$ cat src/rtl/timebase_pkg.sv
// Shared defaults, channel operation encoding and the half-period helper
// for the timebase generator.
package timebase_pkg;

  localparam int unsigned SEL_W_DEF = 2;
  localparam int unsigned CNT_W_DEF = 20;

  typedef enum logic [1:0] {
    OP_HOLD,
    OP_RUN,
    OP_SYNC
  } ch_op_t;

  function automatic longint unsigned half_period(longint unsigned base, int unsigned sel);
    return base << sel;
  endfunction

endpackage

$ cat src/rtl/timebase_channel.sv
// One divided-clock channel: counter, select latch, square-wave toggle and
// toggle tick. All outputs are registered.
module timebase_channel
  import timebase_pkg::*;
#(
  parameter int unsigned SEL_W = SEL_W_DEF,
  parameter int unsigned CNT_W = CNT_W_DEF,
  parameter int unsigned BASE  = 1
) (
  input  logic             clk_in,
  input  logic             rst_n,
  input  logic             en,
  input  logic             sync,
  input  logic [SEL_W-1:0] sel,
  output logic             clk_out,
  output logic             tick,
  output logic [SEL_W-1:0] active_sel
);

  logic [CNT_W-1:0] cnt;
  logic [CNT_W-1:0] term;
  logic             wrap;
  ch_op_t           op;

  always_comb begin
    // Modulo-2^CNT_W arithmetic keeps a half-period of exactly 2^CNT_W
    // correct: the shifted value wraps to 0 and minus one gives all ones.
    term = (CNT_W'(BASE) << active_sel) - CNT_W'(1);
    wrap = (cnt == term);
    op   = OP_HOLD;
    if (sync) begin
      op = OP_SYNC;
    end else if (en) begin
      op = OP_RUN;
    end
  end

  always_ff @(posedge clk_in or negedge rst_n) begin
    if (!rst_n) begin
      cnt        <= '0;
      clk_out    <= 1'b1;
      tick       <= 1'b0;
      active_sel <= '0;
    end else begin
      case (op)
        OP_SYNC: begin
          cnt        <= '0;
          clk_out    <= 1'b1;
          tick       <= 1'b0;
          active_sel <= sel;
        end
        OP_RUN: begin
          tick <= wrap;
          if (wrap) begin
            cnt        <= '0;
            clk_out    <= ~clk_out;
            active_sel <= sel;
          end else begin
            cnt <= cnt + CNT_W'(1);
          end
        end
        default: begin
          tick <= 1'b0;
        end
      endcase
    end
  end

endmodule

$ cat src/rtl/timebase_generator.sv
// Multi-channel timebase: N_CH independent divided clocks sharing one
// enable and one synchronous realign.
module timebase_generator
  import timebase_pkg::*;
#(
  parameter int unsigned N_CH  = 2,
  parameter int unsigned SEL_W = SEL_W_DEF,
  parameter int unsigned CNT_W = CNT_W_DEF,
  parameter int unsigned BASE  = 1
) (
  input  logic                  clk_in,
  input  logic                  rst_n,
  input  logic                  en,
  input  logic                  sync,
  input  logic [N_CH*SEL_W-1:0] sel,
  output logic [N_CH-1:0]       clk_out,
  output logic [N_CH-1:0]       tick,
  output logic [N_CH*SEL_W-1:0] active_sel
);

  localparam longint unsigned MAX_HALF =
    half_period(longint'(BASE), (32'd1 << SEL_W) - 32'd1);
  localparam longint unsigned CNT_SPAN = 64'd1 << CNT_W;

  generate
    if (BASE == 0 || MAX_HALF > CNT_SPAN) begin : g_bad_cfg
      $fatal(1, "timebase_generator: BASE=%0d SEL_W=%0d does not fit CNT_W=%0d",
             BASE, SEL_W, CNT_W);
    end
  endgenerate

  for (genvar k = 0; k < N_CH; k++) begin : g_ch
    timebase_channel #(
      .SEL_W (SEL_W),
      .CNT_W (CNT_W),
      .BASE  (BASE)
    ) u_channel (
      .clk_in     (clk_in),
      .rst_n      (rst_n),
      .en         (en),
      .sync       (sync),
      .sel        (sel[k*SEL_W +: SEL_W]),
      .clk_out    (clk_out[k]),
      .tick       (tick[k]),
      .active_sel (active_sel[k*SEL_W +: SEL_W])
    );
  end

endmodule

$ cat config.mk
export PLATFORM = sky130hd
export DESIGN_NAME = timebase_generator
export DESIGN_NICKNAME = d
export VERILOG_FILES = /design/src/rtl/timebase_pkg.sv /design/src/rtl/timebase_channel.sv /design/src/rtl/timebase_generator.sv
export SDC_FILE = /design/constraint.sdc
export NUM_CORES = 1
export LEC_CHECK = 0
export ABC_CLOCK_PERIOD_IN_PS = 3100
export CORE_UTILIZATION = 58
export DETAILED_ROUTE_END_ITERATION = 12
export PLACE_DENSITY = 0.8
export SYNTH_ARGS = -nofsm -noshare
export SYNTH_HDL_FRONTEND = slang
export SYNTH_SLANG_ARGS = --single-unit
export TNS_END_PERCENT = 1
$ cat constraint.sdc
create_clock -name clk_in -period 3.1 [get_ports clk_in]
set_clock_uncertainty 0.05 [all_clocks]
set_input_delay 0.93 -clock clk_in [delete_from_list [all_inputs] [get_ports clk_in]]
set_output_delay 0.93 -clock clk_in [all_outputs]
set_load 0.1 [all_outputs]
==> impl_metrics.toml <==
[placed_design]
io_buffers = 15
place_ws_ps = 356.5
place.gp.congestion = 0.8859
placed_area_um2 = 2870
dpl.hpwl_mm = 4.119

[finish]
antenna_cells = 0
fin_area_um2 = 2978
layout-drive-gt1-share_pct = 12.84
final_common_cell = "nand3_1"
area_delta_synth_final_pct = 10.29
final_nets = 336
mostFrequentLayoutCells = "49 x nand3_1, 46 x dfrtp_1, 44 x nand2_1"

[worst_setup_path]
crit_required_ps = 3200
cpMaxStageDelayCell = "clkdlybuf4s50_1"
crit_arrival_ps = 2510
crit_family = "buffers and inverters"
worstSetupPathType = "input pin to flip-flop"
cp_max_fo = 15
r2r_cells = 5
end_kind = "flip-flop"
worst_path_largest_cell_delay_ps = 550
startpoint_type = "input pin"
path_depth = 6
critPathBufInv = 2
path_cells = "clkdlybuf4s50_1 > and2b_1 > buf_4 > o31ai_2 > o22ai_1 > o2bb2ai_1"

[sta]
whs_ps = 502.9
tightestPinTransition_ps = 929.3
rsz0062_at_grt = "no"
tns_ps = 0
setup_viol = 0
period_minus_slack_ps = 2407
fmax_mhz = 415.4
slew_violations = 0
fin_crit_sh_pct = 77.65
relSlewSlack_pct = 37.68
finalHoldViolCount = 0
layout_setup_ws_ps = 692.7

[logic_synthesis]
yosys_warnings = 0
synth_top_family_by_area = "simple AND/OR/NAND/NOR gates"
synth.cell_area_um2 = 2700
synth_top_flop_cell = "dfrtp_1"
synth_xor_area_share_pct = 2.271
syn-num-nets = 323
synthAdderAreaFrac_pct = 0.9268
postSynthCellCount = 313
synth_cell_types = 44
synth_seq_cells = 48
yosys.area_share.simple_pct = 33.55
synthMuxAreaShare_pct = 1.668
ys_seq_area_share_pct = 44.58
ys_async_sr_fraction_pct = 100.0
synth_compound_area_share_pct = 12.84
synth-edff-count = 0
syn_avg_cell_area_um2 = 8.626

[clock_network]
clock_sinks = 48
cts_tree = "built"
cts_buffers = 5
postCtsResizedCells = 0
ctsHoldBuffers = 0
cts_root_buf = "clkbuf_8"
clk_latency_ps = 310
clockBufferDepth = 2
htreeDepth = 2
clkTransAtPathRegs_ps = 90
cts_setup_buffers = 0

[global_routing]
met3_usage_pct = 5.628
grtUsageTotal_pct = 26.31
antenna_found_initial = 0
overflow = 0
top_usage_layer = "met2"
use_met1_pct = 33.27
grt_pass1_vias = 2253
met2_usage_pct = 44.02
grt_max_degree = 49
grt_pass1_wl_mm = 10.27

[run_status]
status = "completed"

[pwr]
ir_drop_mv = 0.2970
totalPowerFinal_mw = 1.347
powerDensity_nw_per_um2 = 452.3
p_leak_nw = 1.266

[die]
start_util_pct = 61.17
core_um2 = 4414
die_h_um = 70.23
rows = 24
die_width_um = 70.23
io_pins = 16
dieArea_um2 = 4932

[detailed_routing]
drt_pass1_iterations = 7
wire_per_inst_um = 15.73
ant_nets = 0
wl_mm = 5.960
drtIter0Drc = 176
viasPerCell = 6.179
vias = 2342
drc_errors = 0

[hold_path]
min_delay_path_depth = 2
hold_class = "flip-flop to flip-flop"

[job]
max_cap_violations = 0
## sequential cells by signal (all words and copies together) (netlist names)
register,count
g_ch.u_channel.cnt,40
g_ch.u_channel.active_sel,4
g_ch.u_channel.clk_out,2
g_ch.u_channel.tick,2
## logic make-up after synthesis
logic type	count (synthesis)
DFF	48
xor gates and xnor gates	7
and+or+nand+nor	178
adders and majority gates	2
AOI/OAI and AO/OA	49
buffers and inverters	25
muxes	4
## worst reg2reg max path: stages, from the launching register on
cell       delay (ps)
dfrtp_1           430
nor4_1            320
nand4_1           240
o31ai_2           800
o22ai_1           210
o2bb2ai_1         180
## stage by stage
stage | util, % | cells
CTS | 67.46 | 379
floorplan | - | 313
finish | 67.46 | 379
detailed placement | 65.02 | 371
global placement | 65.02 | 371
global route | 67.46 | 379
## cell usage after synthesis, types with 8 or more instances
| cell | instances | share of area, % |
|---|---|---|
| nor2_1 | 19 | 2.6 |
| nand3_1 | 49 | 9.1 |
| nor3_1 | 11 | 2.0 |
| inv_1 | 8 | 1.1 |
| clkbuf_1 | 9 | 1.3 |
| a21oi_1 | 10 | 1.9 |
| or3_1 | 20 | 4.6 |
| o21ai_0 | 9 | 1.7 |
| nand2_1 | 44 | 6.1 |
| nor4_1 | 9 | 2.1 |
| dfrtp_1 | 46 | 43 |
## power breakdown
part	switching [mW]	internal, mW
Combinational	0.165	0.0644
Clock	0.212	0.240
Sequential	0.0215	0.644
Total	0.399	0.948
## cell type report
type,instances,area (um2)
multi-input combinational,240,1386
sequential,48,1204
clock buffer,6,72.57
timing repair buffer,23,185.2
inverter,8,30.03
tap,52,65.06
fill,364,1436
clock inverter,2,35.03
## worst paths after layout
path                                            from                        end  slack, ps
setup / recovery                                sync  g_ch[0].u_channel.cnt[11]        690
hold / removal             g_ch[1].u_channel.clk_out  g_ch[1].u_channel.clk_out        500
setup reg to reg           g_ch[0].u_channel.cnt[14]  g_ch[0].u_channel.cnt[11]        730
hold reg to reg            g_ch[1].u_channel.clk_out  g_ch[1].u_channel.clk_out        500
max in group asynchronous                      rst_n  g_ch[0].u_channel.cnt[15]       1930
min in group asynchronous                      rst_n  g_ch[1].u_channel.cnt[10]        650
## layer usage
layer	wire, um	up-vias	share of wire [%]
li1	-	1163	-
met1	2694	1118	45
met2	2926	49	49
met3	244	12	4.1
met4	95	0	1.6
met5	0	-	0
(Power assumes the default switching activity.)
==> edit 1, RTL diff (config.mk and constraints unchanged) <==
Set the package constant `SEL_W_DEF` to 1 (it was 2).
--- a/src/rtl/timebase_pkg.sv
+++ b/src/rtl/timebase_pkg.sv
@@ -3,5 +3,5 @@
 package timebase_pkg;
 
-  localparam int unsigned SEL_W_DEF = 2;
+  localparam int unsigned SEL_W_DEF = 1;
   localparam int unsigned CNT_W_DEF = 20;
 
Interface: changed (resized active_sel and sel); port bits go from 16 to 12. The function was not compared with the original's and may differ.
==> edit 1 against the unedited design <==
  * Power is essentially flat
  * Combinational power grew 10%
  * Sequential share of layout area grew 0.29 points
  * Routed wire length shrank 4.8%
  * Design area shrank 4.8%
  * Global-route usage shrank 0.71 points
  * Fmax shrank 4.3%
  * Utilization shrank 2.4 points
  * Sequential cell count shrank 2
  * Die area shrank 2.4%
  * Synthesized area shrank 2.5%
  * Worst setup slack lost 0.11 ns
  * Highest routed layer unchanged
==> edit 1: results (changes against the unedited design) <==
[metrics] outcome: finished, final reports clean
[metrics] Reg2Reg Capture Point: g_ch[1].u_channel.cnt[18]
[metrics] HPWL after DPL: 4010 um (-2.6%)
[metrics] number of search-and-repair iterations in the first detailed-routing pass: 5 (-2)
[metrics] power per unit of standard cell area: 475 mW/mm^2 (+5.1%)
[metrics] leading post-synthesis cells by instance count: sky130_fd_sc_hd__nand2_1, sky130_fd_sc_hd__dfrtp_1, sky130_fd_sc_hd__nand3_1
[metrics] mean instance size in the synthesized netlist: 8.58 sq um (-0.60%)
[metrics] ratio of cells with drive above 1 in the final layout: 12.1% (-0.70 points)
[metrics] flop2flop setup slack: 1.05 ns (+0.32 ns)
[metrics] sequential area share after synthesis: 43.8% (-0.76 points)
[metrics] routed length on met2: 2490 um (-15%)
[metrics] instance count after placement with tap cells included: 357 (-3.8%)
[metrics] routed wire length on met3: 354 um (+45%)
[metrics] number of nets at the end of the flow: 320 (-4.8%)
[metrics] placed cell area: 0.00273 sq mm (-5.1%)
[metrics] Final Routed Wirelength: 5680 um (-4.8%)
[metrics] vias after detailed routing: 2298 (-1.9%)
[metrics] total of plain and repair buffers excluding clock buffers: 21 (-8.7%)
[metrics] Area contributors post-synth: sky130_fd_sc_hd__dfrtp_1, sky130_fd_sc_hd__nand2_1, sky130_fd_sc_hd__nand3_1
[metrics] clock-cell share of area: 3.84% (+0.23 points)
[metrics] crit path max fanout: 9 (-6)
[metrics] pin count of the biggest net entering global routing: 25 (-49%)
[metrics] number of buffers added on ports: 11 (-4)
[metrics] count of routing violations after the opening detailed-route iteration: 226 (+28%)
[metrics] fraction of standard cell area in multi-input logic: 46.3% (-0.29 points)
[metrics] met3 layer usage reported by global route: 5.38% (-0.25 points)
[metrics] H-tree lvl count: 2 (unchanged)
[metrics] class of the tightest hold or removal check: in -> async
[metrics] number of global-route vias before repair: 2096 (-7.0%)
[metrics] Non-clock buffering overhead: 5.83% (-0.39 points)
[metrics] met1 Use GR: 36.0% (+2.8 points)
[metrics] fraction of synthesized area in multiplexers: 1.24% (-0.43 points)
[metrics] post-synthesis share of cell area spent on full adders, half adders and majority gates: 0.951% (+0.024 points)
[metrics] global-route wire length before repair: 9810 um (-4.4%)
[metrics] Place WS: 0.304 ns (-0.0525 ns)
[metrics] startpoint of the lowest-slack register-to-register path: g_ch[1].u_channel.cnt[10]
[metrics] grt met2 use: 39.2% (-4.9 points)
[metrics] data arrival time of the critical path: 2.70 ns (+0.19 ns)
[metrics] Synthesis Warnings: 0 (unchanged)
[metrics] smallest hold slack: 0.499 ns (-0.00436 ns)
[metrics] share of the synthesized area in compound gates (AO/OA/AOI/OAI): 12.0% (-0.86 points)
[metrics] wire length on met1: 2750 um (+2.2%)
[metrics] total clock sinks: 46 (-4.2%)
[metrics] highest ir drop seen on vdd: 237 uV (-20%)
[metrics] Seq area share: 40.7% (+0.29 points)
[metrics] fillers: 372 (+2.2%)
[metrics] Placeable Area: 0.00435 sq mm (-1.4%)
## edit 1: how the worst max path moves through the flow
| stage | from | to | slack [ns] |
|---|---|---|---|
| floorplan | en | g_ch[1].u_channel.cnt[9] | 1.08 |
| CTS | en | g_ch[0].u_channel.cnt[12] | 0.62 |
| global route | en | g_ch[0].u_channel.cnt[13] | 0.45 |
| detailed placement | en | g_ch[0].u_channel.cnt[12] | 0.30 |
| finish | en | g_ch[0].u_channel.cnt[12] | 0.58 |
| global placement | en | g_ch[0].u_channel.cnt[19] | 0.40 |
## edit 1: where the power goes
| part | internal (mW) | switching, mW |
|---|---|---|
| Sequential | 0.622 | 0.0203 |
| Clock | 0.238 | 0.214 |
| Combinational | 0.0700 | 0.183 |
## edit 1: logic make-up (layout without fill, tap and decap cells)
logic type,after synthesis,count (layout)
AOI/OAI and AO/OA,49,49
adders and majority gates,2,2
muxes,3,3
and+or+nand+nor,169,169
xor gates and xnor gates,7,7
buffers and inverters,31,37
DFF,46,46
==> edit 2, RTL diff (same settings) <==
Made on the original files. Register the output `tick`, without a reset; this adds one clock of latency there. The other outputs are not delayed to match. Comments in the files are not updated.
--- a/src/rtl/timebase_generator.sv
+++ b/src/rtl/timebase_generator.sv
@@ -23,4 +23,6 @@
   localparam longint unsigned CNT_SPAN = 64'd1 << CNT_W;
 
+  logic [N_CH-1:0] tick_d;
+
   generate
     if (BASE == 0 || MAX_HALF > CNT_SPAN) begin : g_bad_cfg
@@ -42,9 +44,13 @@
       .sel        (sel[k*SEL_W +: SEL_W]),
       .clk_out    (clk_out[k]),
-      .tick       (tick[k]),
+      .tick       (tick_d[k]),
       .active_sel (active_sel[k*SEL_W +: SEL_W])
     );
   end
 
+  always_ff @(posedge clk_in) begin
+      tick <= tick_d;
+  end
+
 endmodule
 
Check against the original RTL: not equivalent (a bounded check fails within 4 cycles, from zero or initial values and one cycle with rst_n low).
==> edit 2 against the unedited design <==
  * Via count down 7.9%
  * Worst setup slack lost 0.026 ns
  * Sequential cell count increased by 2
  * Sequential power up 4.1%
  * Final cell count shrank 8.4%
  * Routed wire length is 4.1% lower
  * Power is 1.2% higher
  * Design area down 1.8%
  * Non-clock buffer count decreased by 1
  * Synthesized area decreased by 1.4%
  * Clock power down 2%
  * Count of clock-buffer cells in the layout increased by 2
  * Largest cell class unchanged
  * Highest routed layer unchanged
==> edit 2: results (changes against the unedited design) <==
[metrics] Final Routed Wirelength: 5720 um (-4.1%)
[metrics] instance count after placement with tap cells included: 339 (-8.6%)
[metrics] depth of the worst hold-timing path: 0 (-2)
[metrics] leakage power figure: 1.25 nW (-1.0%)
[metrics] highest ir drop seen on vdd: 358 uV (+21%)
[metrics] number of search-and-repair iterations in the first detailed-routing pass: 4 (-3)
[metrics] number of global-route vias before repair: 2123 (-5.8%)
[metrics] Area contributors post-synth: sky130_fd_sc_hd__dfrtp_1, sky130_fd_sc_hd__xor2_1, sky130_fd_sc_hd__nand2_1
[metrics] sequential area share after synthesis: 46.7% (+2.1 points)
[metrics] number of nets at the end of the flow: 304 (-9.5%)
[metrics] fillers: 363 (-0.27%)
[metrics] Final GP Congestion: 0.852 (-3.8%)
[metrics] count of routing violations after the opening detailed-route iteration: 165 (-6.3%)
[metrics] leading post-synthesis cells by instance count: sky130_fd_sc_hd__dfrtp_1, sky130_fd_sc_hd__nand2_1, sky130_fd_sc_hd__nor2_1
[metrics] outcome: finished, final reports clean
[metrics] crit path max fanout: 12 (-3)
[metrics] vias per cell: 6.22 (+0.59%)
[metrics] pin count of the biggest net entering global routing: 26 (-47%)
[metrics] Worst path max stage delay: 0.58 ns (+0.03 ns)
[metrics] Finished Layout Cells: 347 (-8.4%)
[metrics] number of distinct library cells after synthesis: 52 (+18%)
[metrics] Reg2Reg Capture Point: g_ch[0].u_channel.cnt[3]
[metrics] slew at the pin closest to its max-slew limit: 0.934 ns (+0.00443 ns)
[metrics] Root Buffer Master: sky130_fd_sc_hd__clkbuf_8
[metrics] syn_nets: 294 (-9.0%)
[metrics] Place WS: 0.370 ns (+0.0139 ns)
[metrics] global-route wire length before repair: 9890 um (-3.6%)
[metrics] flop2flop setup slack: 0.75 ns (+0.02 ns)
[metrics] worst hold path endpoint: tick[1]
[metrics] ratio of cells with drive above 1 in the final layout: 13.2% (+0.38 points)
[metrics] insertion delay of the later-clocked pin in the worst-skew pair: 0.30 ns
[metrics] data arrival time of the critical path: 2.61 ns (+0.10 ns)
edit 2: changes by cell type in the layout (fill, tap and decap cells not counted), sizes merged, moves of 7 or more:
cell   change
or3       -12
a31oi     +10
nand4      +7
nand3     -40
nand2     -17
xor2      +12
and4       +8
edit 2: logic make-up after synthesis:
logic type	synth area share (%)
adders and majority gates	0.940
DFF	46.7
muxes	1.69
AOI/OAI and AO/OA	13.3
buffers and inverters	4.28
and+or+nand+nor	27.5
xor gates and xnor gates	5.59
edit 2: where the power goes:
group	internal (mW)	switching, mW
Clock	0.226	0.215
Combinational	0.0661	0.164
Sequential	0.670	0.0212
edit 2: layer usage:
layer  wire [um]  GRT usage [%]  share of wire, %  vias up
met2        2830           43.3                49       53
met5           0              0                 0        -
met4          51           6.89              0.89        0
met3         243           4.51               4.2        6
met1        2600           34.0                45     1046
li1            -              -                 -     1052
edit 2: cell type report:
cell class	instances	area [sq um]	share of cell area (%)
sequential	50	1240	42.5
clock buffer	8	110	3.77
timing repair buffer	22	178	6.08
inverter	6	22.5	0.770
tap	52	65.1	2.23
multi-input combinational	209	1310	44.6
edit 2: worst max-delay path by stage:
stage / startpoint / slack (ns) / endpoint / cells after the start
4_1_cts: sync / 0.68 / g_ch[0].u_channel.cnt[18] / 5
2_1_floorplan: en / 0.80 / g_ch[0].u_channel.cnt[15] / 7
3_5_place_dp: sync / 0.37 / g_ch[0].u_channel.cnt[18] / 5
3_3_place_gp: en / 0.40 / g_ch[0].u_channel.cnt[13] / 5
6_report: sync / 0.67 / g_ch[0].u_channel.cnt[18] / 5
5_1_grt: en / 0.52 / g_ch[0].u_channel.cnt[11] / 5
edit 2: critical path: cells and delay by family:
family | cells | cell delay (ns)
AOI/OAI and AO/OA | 2 | 0.34
and+or+nand+nor | 2 | 0.75
buffers and inverters | 1 | 0.58
edit 2: through the flow:
stage | hold WS, ns | utilization (%)
floorplan | 0.274 | -
global placement | 0.288 | 64.2
detailed placement | 0.294 | 64.2
CTS | 0.316 | 66.7
global route | 0.331 | 66.7
finish | 0.311 | 66.7
